File: src/rtl/wb_cfg_initiator.sv
// Single-register Wishbone initiator for the LVDS driver configuration block.
// One command in, one Wishbone cycle out, one response back, with ack timeout.
module wb_cfg_initiator #(
    parameter int TIMEOUT_CYCLES = 16
) (
    input  logic        clk,
    input  logic        reset,
    input  logic        i_cmd_valid,
    output logic        o_cmd_ready,
    input  logic        i_cmd_we,
    input  logic [31:0] i_cmd_addr,
    input  logic [31:0] i_cmd_wdata,
    output logic        o_rsp_valid,
    input  logic        i_rsp_ready,
    output logic [31:0] o_rsp_rdata,
    output logic        o_rsp_timeout,
    output logic [7:0]  o_timeout_cnt,
    output logic        o_wb_cyc,
    output logic        o_wb_stb,
    output logic        o_wb_we,
    output logic [31:0] o_wb_addr,
    output logic [31:0] o_wb_data,
    input  logic        i_wb_ack,
    input  logic        i_wb_stall,
    input  logic [31:0] i_wb_data
);

    typedef enum logic [1:0] {
        IDLE,
        REQ,
        WAIT,
        RESP
    } state_t;

    localparam logic [7:0] LAST_CNT = 8'(TIMEOUT_CYCLES - 1);

    state_t      state;
    state_t      state_n;
    logic [7:0]  tmo;
    logic [7:0]  tmo_n;
    logic        cmd_ready_n;
    logic        cyc_n;
    logic        stb_n;
    logic        we_n;
    logic [31:0] addr_n;
    logic [31:0] data_n;
    logic        rsp_valid_n;
    logic [31:0] rsp_rdata_n;
    logic        rsp_timeout_n;
    logic [7:0]  timeout_cnt_n;
    logic        in_txn;
    logic        done;
    logic        expired;

    always_ff @(posedge clk) begin
        if (reset) begin
            state         <= IDLE;
            tmo           <= 8'd0;
            o_cmd_ready   <= 1'b0;
            o_wb_cyc      <= 1'b0;
            o_wb_stb      <= 1'b0;
            o_wb_we       <= 1'b0;
            o_wb_addr     <= 32'd0;
            o_wb_data     <= 32'd0;
            o_rsp_valid   <= 1'b0;
            o_rsp_rdata   <= 32'd0;
            o_rsp_timeout <= 1'b0;
            o_timeout_cnt <= 8'd0;
        end else begin
            state         <= state_n;
            tmo           <= tmo_n;
            o_cmd_ready   <= cmd_ready_n;
            o_wb_cyc      <= cyc_n;
            o_wb_stb      <= stb_n;
            o_wb_we       <= we_n;
            o_wb_addr     <= addr_n;
            o_wb_data     <= data_n;
            o_rsp_valid   <= rsp_valid_n;
            o_rsp_rdata   <= rsp_rdata_n;
            o_rsp_timeout <= rsp_timeout_n;
            o_timeout_cnt <= timeout_cnt_n;
        end
    end

    always_comb begin
        state_n       = state;
        tmo_n         = tmo;
        cmd_ready_n   = o_cmd_ready;
        cyc_n         = o_wb_cyc;
        stb_n         = o_wb_stb;
        we_n          = o_wb_we;
        addr_n        = o_wb_addr;
        data_n        = o_wb_data;
        rsp_valid_n   = o_rsp_valid;
        rsp_rdata_n   = o_rsp_rdata;
        rsp_timeout_n = o_rsp_timeout;
        timeout_cnt_n = o_timeout_cnt;
        in_txn        = 1'b0;
        done          = 1'b0;
        expired       = (tmo == LAST_CNT);

        unique case (state)
            IDLE: begin
                cmd_ready_n = 1'b1;
                if (o_cmd_ready && i_cmd_valid) begin
                    cmd_ready_n = 1'b0;
                    cyc_n       = 1'b1;
                    stb_n       = 1'b1;
                    we_n        = i_cmd_we;
                    addr_n      = i_cmd_addr;
                    data_n      = i_cmd_wdata;
                    tmo_n       = 8'd0;
                    state_n     = REQ;
                end
            end
            REQ: begin
                in_txn = 1'b1;
                tmo_n  = tmo + 8'd1;
                // An ack only counts once the strobe has actually been taken.
                done   = i_wb_ack && !i_wb_stall;
                if (!i_wb_stall) begin
                    stb_n   = 1'b0;
                    state_n = WAIT;
                end
            end
            WAIT: begin
                in_txn = 1'b1;
                tmo_n  = tmo + 8'd1;
                done   = i_wb_ack;
            end
            RESP: begin
                if (i_rsp_ready) begin
                    rsp_valid_n = 1'b0;
                    cmd_ready_n = 1'b1;
                    state_n     = IDLE;
                end
            end
            default: begin
                state_n = IDLE;
            end
        endcase

        // Completion and abort share the same exit; ack wins a tie.
        if (in_txn && (done || expired)) begin
            cyc_n         = 1'b0;
            stb_n         = 1'b0;
            rsp_valid_n   = 1'b1;
            rsp_timeout_n = !done;
            rsp_rdata_n   = (done && !o_wb_we) ? i_wb_data : 32'd0;
            if (!done && o_timeout_cnt != 8'hFF) begin
                timeout_cnt_n = o_timeout_cnt + 8'd1;
            end
            state_n = RESP;
        end
    end

endmodule

File: config.mk
export PLATFORM = sky130hd
export DESIGN_NAME = wb_cfg_initiator
export DESIGN_NICKNAME = d
export VERILOG_FILES = /design/src/rtl/wb_cfg_initiator.sv
export SDC_FILE = /design/constraint.sdc
export NUM_CORES = 1
export LEC_CHECK = 0
export BUFFER_PORTS_ARGS = -buffer_cell sky130_fd_sc_hd__buf_2
export CORE_ASPECT_RATIO = 0.7
export CORE_MARGIN = 2
export CORE_UTILIZATION = 49
export DETAILED_ROUTE_END_ITERATION = 16
export PLACE_DENSITY = 0.84
export SYNTH_ARGS = -nofsm -noshare
export SYNTH_HDL_FRONTEND = slang
export SYNTH_SLANG_ARGS = --single-unit
File: constraint.sdc
create_clock -name clk -period 3.3 [get_ports clk]
set_input_delay 0.165 -clock clk [delete_from_list [all_inputs] [get_ports clk]]
set_output_delay 0.165 -clock clk [all_outputs]
set_load 0.005 [all_outputs]
# ---- Word level (Yosys, flattened, before mapping)
# Index checks and enable logic that the tools add are counted.
dict set report totals {
  register_bits 120
  out_inout_bits 110
  elab_cells 69
  inputBits 103
}
dict set report classes {
  muxes 19
  reduce_logical 25
  eq_ne 11
  add_sub_neg 2
}
# operator n
set op_table {}
lappend op_table {{32-bit 2-to-1 mux} 1}
lappend op_table {{8-bit by 1-bit adder with 8-bit output, second input constant} 2}
lappend op_table {{8-bit one-hot mux with 2 select lines} 1}
lappend op_table {{2-bit AND reduction} 5}
lappend op_table {{2-bit nonzero test} 5}
lappend op_table {{3-bit != test, second input constant} 3}
lappend op_table {{8-bit by 4-bit equality test with 1-bit output, second input constant} 1}
lappend op_table {{1-bit 2-to-1 mux} 8}
lappend op_table {{2-bit 2-to-1 mux} 4}
lappend op_table {{8-bit 2-to-1 mux} 1}
lappend op_table {{8-bit != test, second input constant} 1}
lappend op_table {{2-bit != test, second input constant} 3}
lappend op_table {{1-bit one-hot mux with 2 select lines} 3}
lappend op_table {{2-bit one-hot mux with 3 select lines} 1}
lappend op_table {{1-bit logical AND} 5}
lappend op_table {{2-bit equality test, second input constant} 2}
lappend op_table {{4-bit AND reduction} 1}
lappend op_table {{4-bit nonzero test} 1}
lappend op_table {{2-bit OR reduction} 2}
lappend op_table {{1-bit logical NOT} 3}
lappend op_table {{3-bit AND reduction} 1}
lappend op_table {{2-bit by 1-bit equality test with 1-bit output, second input constant} 1}
lappend op_table {{2-bit logical NOT} 1}
lappend op_table {{1-bit logical OR} 1}

# ---- Longest topological paths before layout
dict set report logic_depth {
  word_depth 7
  depth_mapped 8
  ltp_nobuf 7
}

# ---- Worst setup path after synthesis
# Ideal clock, no wire load.
dict set report synth_timing {
  path_kind {register to register}
  startpoint {register state[1]}
  endpoint {register o_timeout_cnt[6]}
  setup_time_ps 115
  path_buffers 0
  period_less_slack_ps 1837
  stages_incl_launch_ff 8
  required_ps 3185
  path_slack_ps 1463
  arrival_time_ps 1722
  cell_sequence {dfxtp_1 inv_1 ha_1 nor2b_1 nand4_4 nor4_2 a31oi_1 o21a_1}
}
dict set report synth_via {
  elab_chain_len 5
  elab_cells_between_ends 10
  cone_classes {eq/ne (2); mux (2); reduce/logical (6)}
}
# item line
set synth_lines {}
lappend synth_lines {{from (decl)} 37} ;# state_t state;
lappend synth_lines {{from (signal assigned)} 70} ;# state <= state_n;
lappend synth_lines {{2-bit equality test / 2-bit by 1-bit equality test with 1-bit output (equally long branches)} 102} ;# unique case (state)
lappend synth_lines {{1-bit one-hot mux with 2 select lines / 2-bit OR reduction (equally long branches)} --}
lappend synth_lines {{1-bit logical OR (tied with other cells)} 144} ;# if (in_txn && (done || expired)) begin
lappend synth_lines {{1-bit logical AND (on tied branches)} {144, 150}}
lappend synth_lines {{2-bit AND reduction (no line) (*)} --}
lappend synth_lines {{to (signal assigned)} 81} ;# o_timeout_cnt <= timeout_cnt_n;
lappend synth_lines {{to (decl)} 17} ;# output logic [7:0] o_timeout_cnt,
# Mark *: on every way between the ends. The rest lies on a longest branch, timed or not.
# A chain may end at the register's enable or synchronous reset.

# ---- Final worst setup path
dict set report layout_timing {
  startpoint {register state[1]}
  endpoint {register o_rsp_rdata[17]}
}
dict set report layout_via {
  elab_chain_len 4
  elab_cells_between_ends 9
  cone_classes {eq/ne (2); mux (3); reduce/logical (4)}
}
# item line
set layout_lines {}
lappend layout_lines {{2-bit equality test / 2-bit by 1-bit equality test with 1-bit output (equally long branches)} 102}
lappend layout_lines {{1-bit one-hot mux with 2 select lines / 2-bit OR reduction (equally long branches)} --}
lappend layout_lines {{1-bit logical AND (tied with other cells)} 149} ;# rsp_rdata_n = (done && !o_wb_we) ? i_wb_data : 32'd0;
lappend layout_lines {{32-bit 2-to-1 mux / 1-bit logical AND (equally long branches)} {149, 144}}
lappend layout_lines {{to (signal assigned)} 79} ;# o_rsp_rdata <= rsp_rdata_n;
lappend layout_lines {{to (decl)} 15} ;# output logic [31:0] o_rsp_rdata,
# Several ways; a longest one is shown, not always the timed one.

==> summary.md <==
| Metric | Value |
|---|---|
| Die extent in x | between 100 and 150 µm |
| PD cells | 574.2 mW/mm² |
| Finished Layout Cells | 887 |
| Synth Register Bits | 120 |
| Arrival time worst endpoint | ~2.7 ns |
| Most frequent cells in the layout | buf_2 (212), nand2_1 (137), dfxtp_1 (120) |
| Worst EP required | 3.64 ns |
| Final min period | 2.332 ns |
| FF-to-FF Start | state[1] |
| Flop2flop setup slack | around 0.97 ns |
| Relative slew slack | 43.24% |
| Routed WL per cell | 16.66 µm |
| Ys flop type | dfxtp_1 |
| Max_cap viols | 0 |
| Remaining Overflow, GRT | 0 |
| Fin Clk Skew | 0.01304 ns |
| Status | finished, final reports clean |
| Worst Hold End | o_wb_data[18] |
| Post-synthesis sequential area ratio | between 50% and 60% |
| Ys Warns | 0 |
| Post-synth ARST share | 0% |
| Leak Pwr | 0.003110 µW |
| CTS tree | yes |
| Max VDD drop | 0.3533 mV |
| Initial antenna violation count | 2 |
| Clock-pin slew on the worst setup and hold paths | about 0.060 ns |
| H-tree levels | 4 |
| Routed Antenna Nets | 0 |
| RR Endpoint | o_rsp_rdata[17] |
| CP Class | flip-flop to flip-flop |
| Worst Setup End Kind | flip-flop |
| Sink Count | 120 |
| RSZ-0062 raised after global routing | no |
| Final wirelength | 14.77 mm |
| Synth unique cells | 38 |
| Largest net degree at the start of global routing | 58 |
| DIE HEIGHT | 83.20 µm |
| Slew Viols, Final | 0 |
| Total negative setup slack | 0 ns |
| Synth Cell Area | 0.004390 mm² |
| FMAX | 428.7 MHz |
| Final hold viol count | 0 |
| Hold Crit Start | i_cmd_wdata[18] |
| Hold Path Class | input port to flip-flop |
| Ports | roughly 210 |
| CP Max Fanout | 32 |
| Post-synth EDFFs | 0 |
| Vias | 4652 |
| Post-DP HPWL | 8.676 mm |
| Layout cells sized above 1 | a little over a third |
| Mapped Nets | 594 |
| Commonest non-fill, non-tap cell in the layout | buf_2 |
| DR DRC count | 0 |
| Drt initial violations | 333 |
| Root Buffer | clkbuf_16 |
| Starting Density | 51.15% |
| Core area | between 0.008 and 0.009 mm² |
| Worst Hold Depth | 3 |
| Drt pass-1 iters | 5 |
| Clk_lat worst skew | 0.41 ns |
| CP Launch Type | flip-flop |
| Worst Reg-to-Reg Cells | 6 |
| Cells after Synth | 485 |
| Number of global-route vias before repair | 4610 |
| Via density | ~5.2 |
| Post-CTS Setup Bufs | 0 |
| Setup violators final | 0 |
| Final critical-path share of the clock period | a little over two thirds |
| Routability cong. | 0.8195 |
| Area Growth Syn to Fin | 53.69% |
| # port buffers | 212 |
| Tot GR Track Use | 29.98% |
| Worst-margin pin slew | 0.8514 ns |
| CTS Buf Count | 17 |
| Maximum clock path buffer count | 2 |
| Die ar. | 0.009745 mm² |
| Inst Count DP | 792 |
| First-pass GRT wire length | 22.57 mm |
| Nets@finish | 861 |
| Row count | 28 |
| Mapped Avg Cell Area | slightly above 9 µm² |
Yosys cell counts (all sizes together), types with 5 or more instances:
library cell / instances / area [µm²]
nand2: 137 / 514.2
dfxtp: 120 / 2402
a21oi: 71 / 355.3
a22o: 32 / 280.3
nor2: 24 / 90.09
buf: 16 / 86.33
clkbuf: 14 / 52.55
nand3: 8 / 40.04
ha: 6 / 75.07
o21ai: 6 / 30.03
xnor2: 6 / 52.55
inv: 5 / 18.77
xor2: 5 / 43.79
worst max-delay path by stage:
stage | start | endpoint | slack [ns] | cells past startpoint
floorplan | state[1] | o_timeout_cnt[6] | 1.46 | 7
global placement | state[1] | o_rsp_rdata[10] | 1.17 | 6
detailed placement | state[0] | o_rsp_rdata[31] | 1.10 | 6
CTS | state[0] | o_rsp_rdata[27] | 1.06 | 6
global route | state[1] | o_rsp_rdata[23] | 0.84 | 6
finish | state[1] | o_rsp_rdata[17] | 0.97 | 6
critical path, stage by stage, from the launching register on:
cell     delay (ns)
dfxtp_1        0.39
inv_1          0.09
ha_1           0.40
o211a_1        0.51
nor3b_4        0.27
buf_4          0.37
a22o_1         0.24
kinds of logic after synthesis:
logic type	count (synthesis)	synth area share, %
AOI/OAI and AO/OA	120	17.07
xor gates and xnor gates	11	2.194
adders and majority gates	6	1.710
buffers and inverters	35	3.591
DFF	120	54.72
muxes	1	0.2280
and+or+nand+nor	192	20.49
stage by stage:
step	hold WS [ns]	worst slack [ns]	instance area (µm²)	total power [µW]	utilization (%)
final	0.004386	0.9675	6748	3875	78.62
after global routing	0.003345	0.8358	6745	4011	78.59
after CTS	0.0001248	1.061	6713	3852	78.21
after detailed placement	0.3863	1.097	5507	1909	64.15
after global placement	0.3814	1.175	5507	1897	64.15
after floorplan	0.2976	1.463	4390	1746	-
repair_timing:
action                    4_1_cts  5_1_grt
gates resized for setup         0        0
hold endpoints to repair       58        3
hold buffers                   58        3
area by class of cell:
cell class | count | area, µm²
clock inverter | 11 | 145.1
timing repair buffer | 278 | 1709
inverter | 5 | 18.77
clock buffer | 21 | 480.5
fill | 522 | 1836
multi-input combinational | 330 | 1837
tap | 120 | 150.1
antenna | 2 | 5.005
sequential | 120 | 2402
flip-flops by register name, summed over array words and instances, names as in the netlist:
register       cells
o_cmd_ready        1
o_rsp_valid        1
o_wb_addr         32
o_wb_we            1
o_wb_stb           1
state              2
o_timeout_cnt      8
o_rsp_rdata       32
o_rsp_timeout      1
o_wb_cyc           1
o_wb_data         32
tmo                8
layer usage:
layer  wire (µm)  part of all wire [%]  up-vias  GRT usage, %
li1            -                     -     2184             -
met5           0                     0        -             0
met1        5754                    39     2155         32.28
met2        7248                    49      265         51.39
met4         510                   3.5        0         14.33
met3        1260                   8.5       48         11.24
power by group:
group | switching (µW) | internal [µW]
combinational | 218 | 189
sequential | 37.1 | 1510
clock | 653 | 1270
total | 909 | 2970
(Power assumes the default switching activity.)
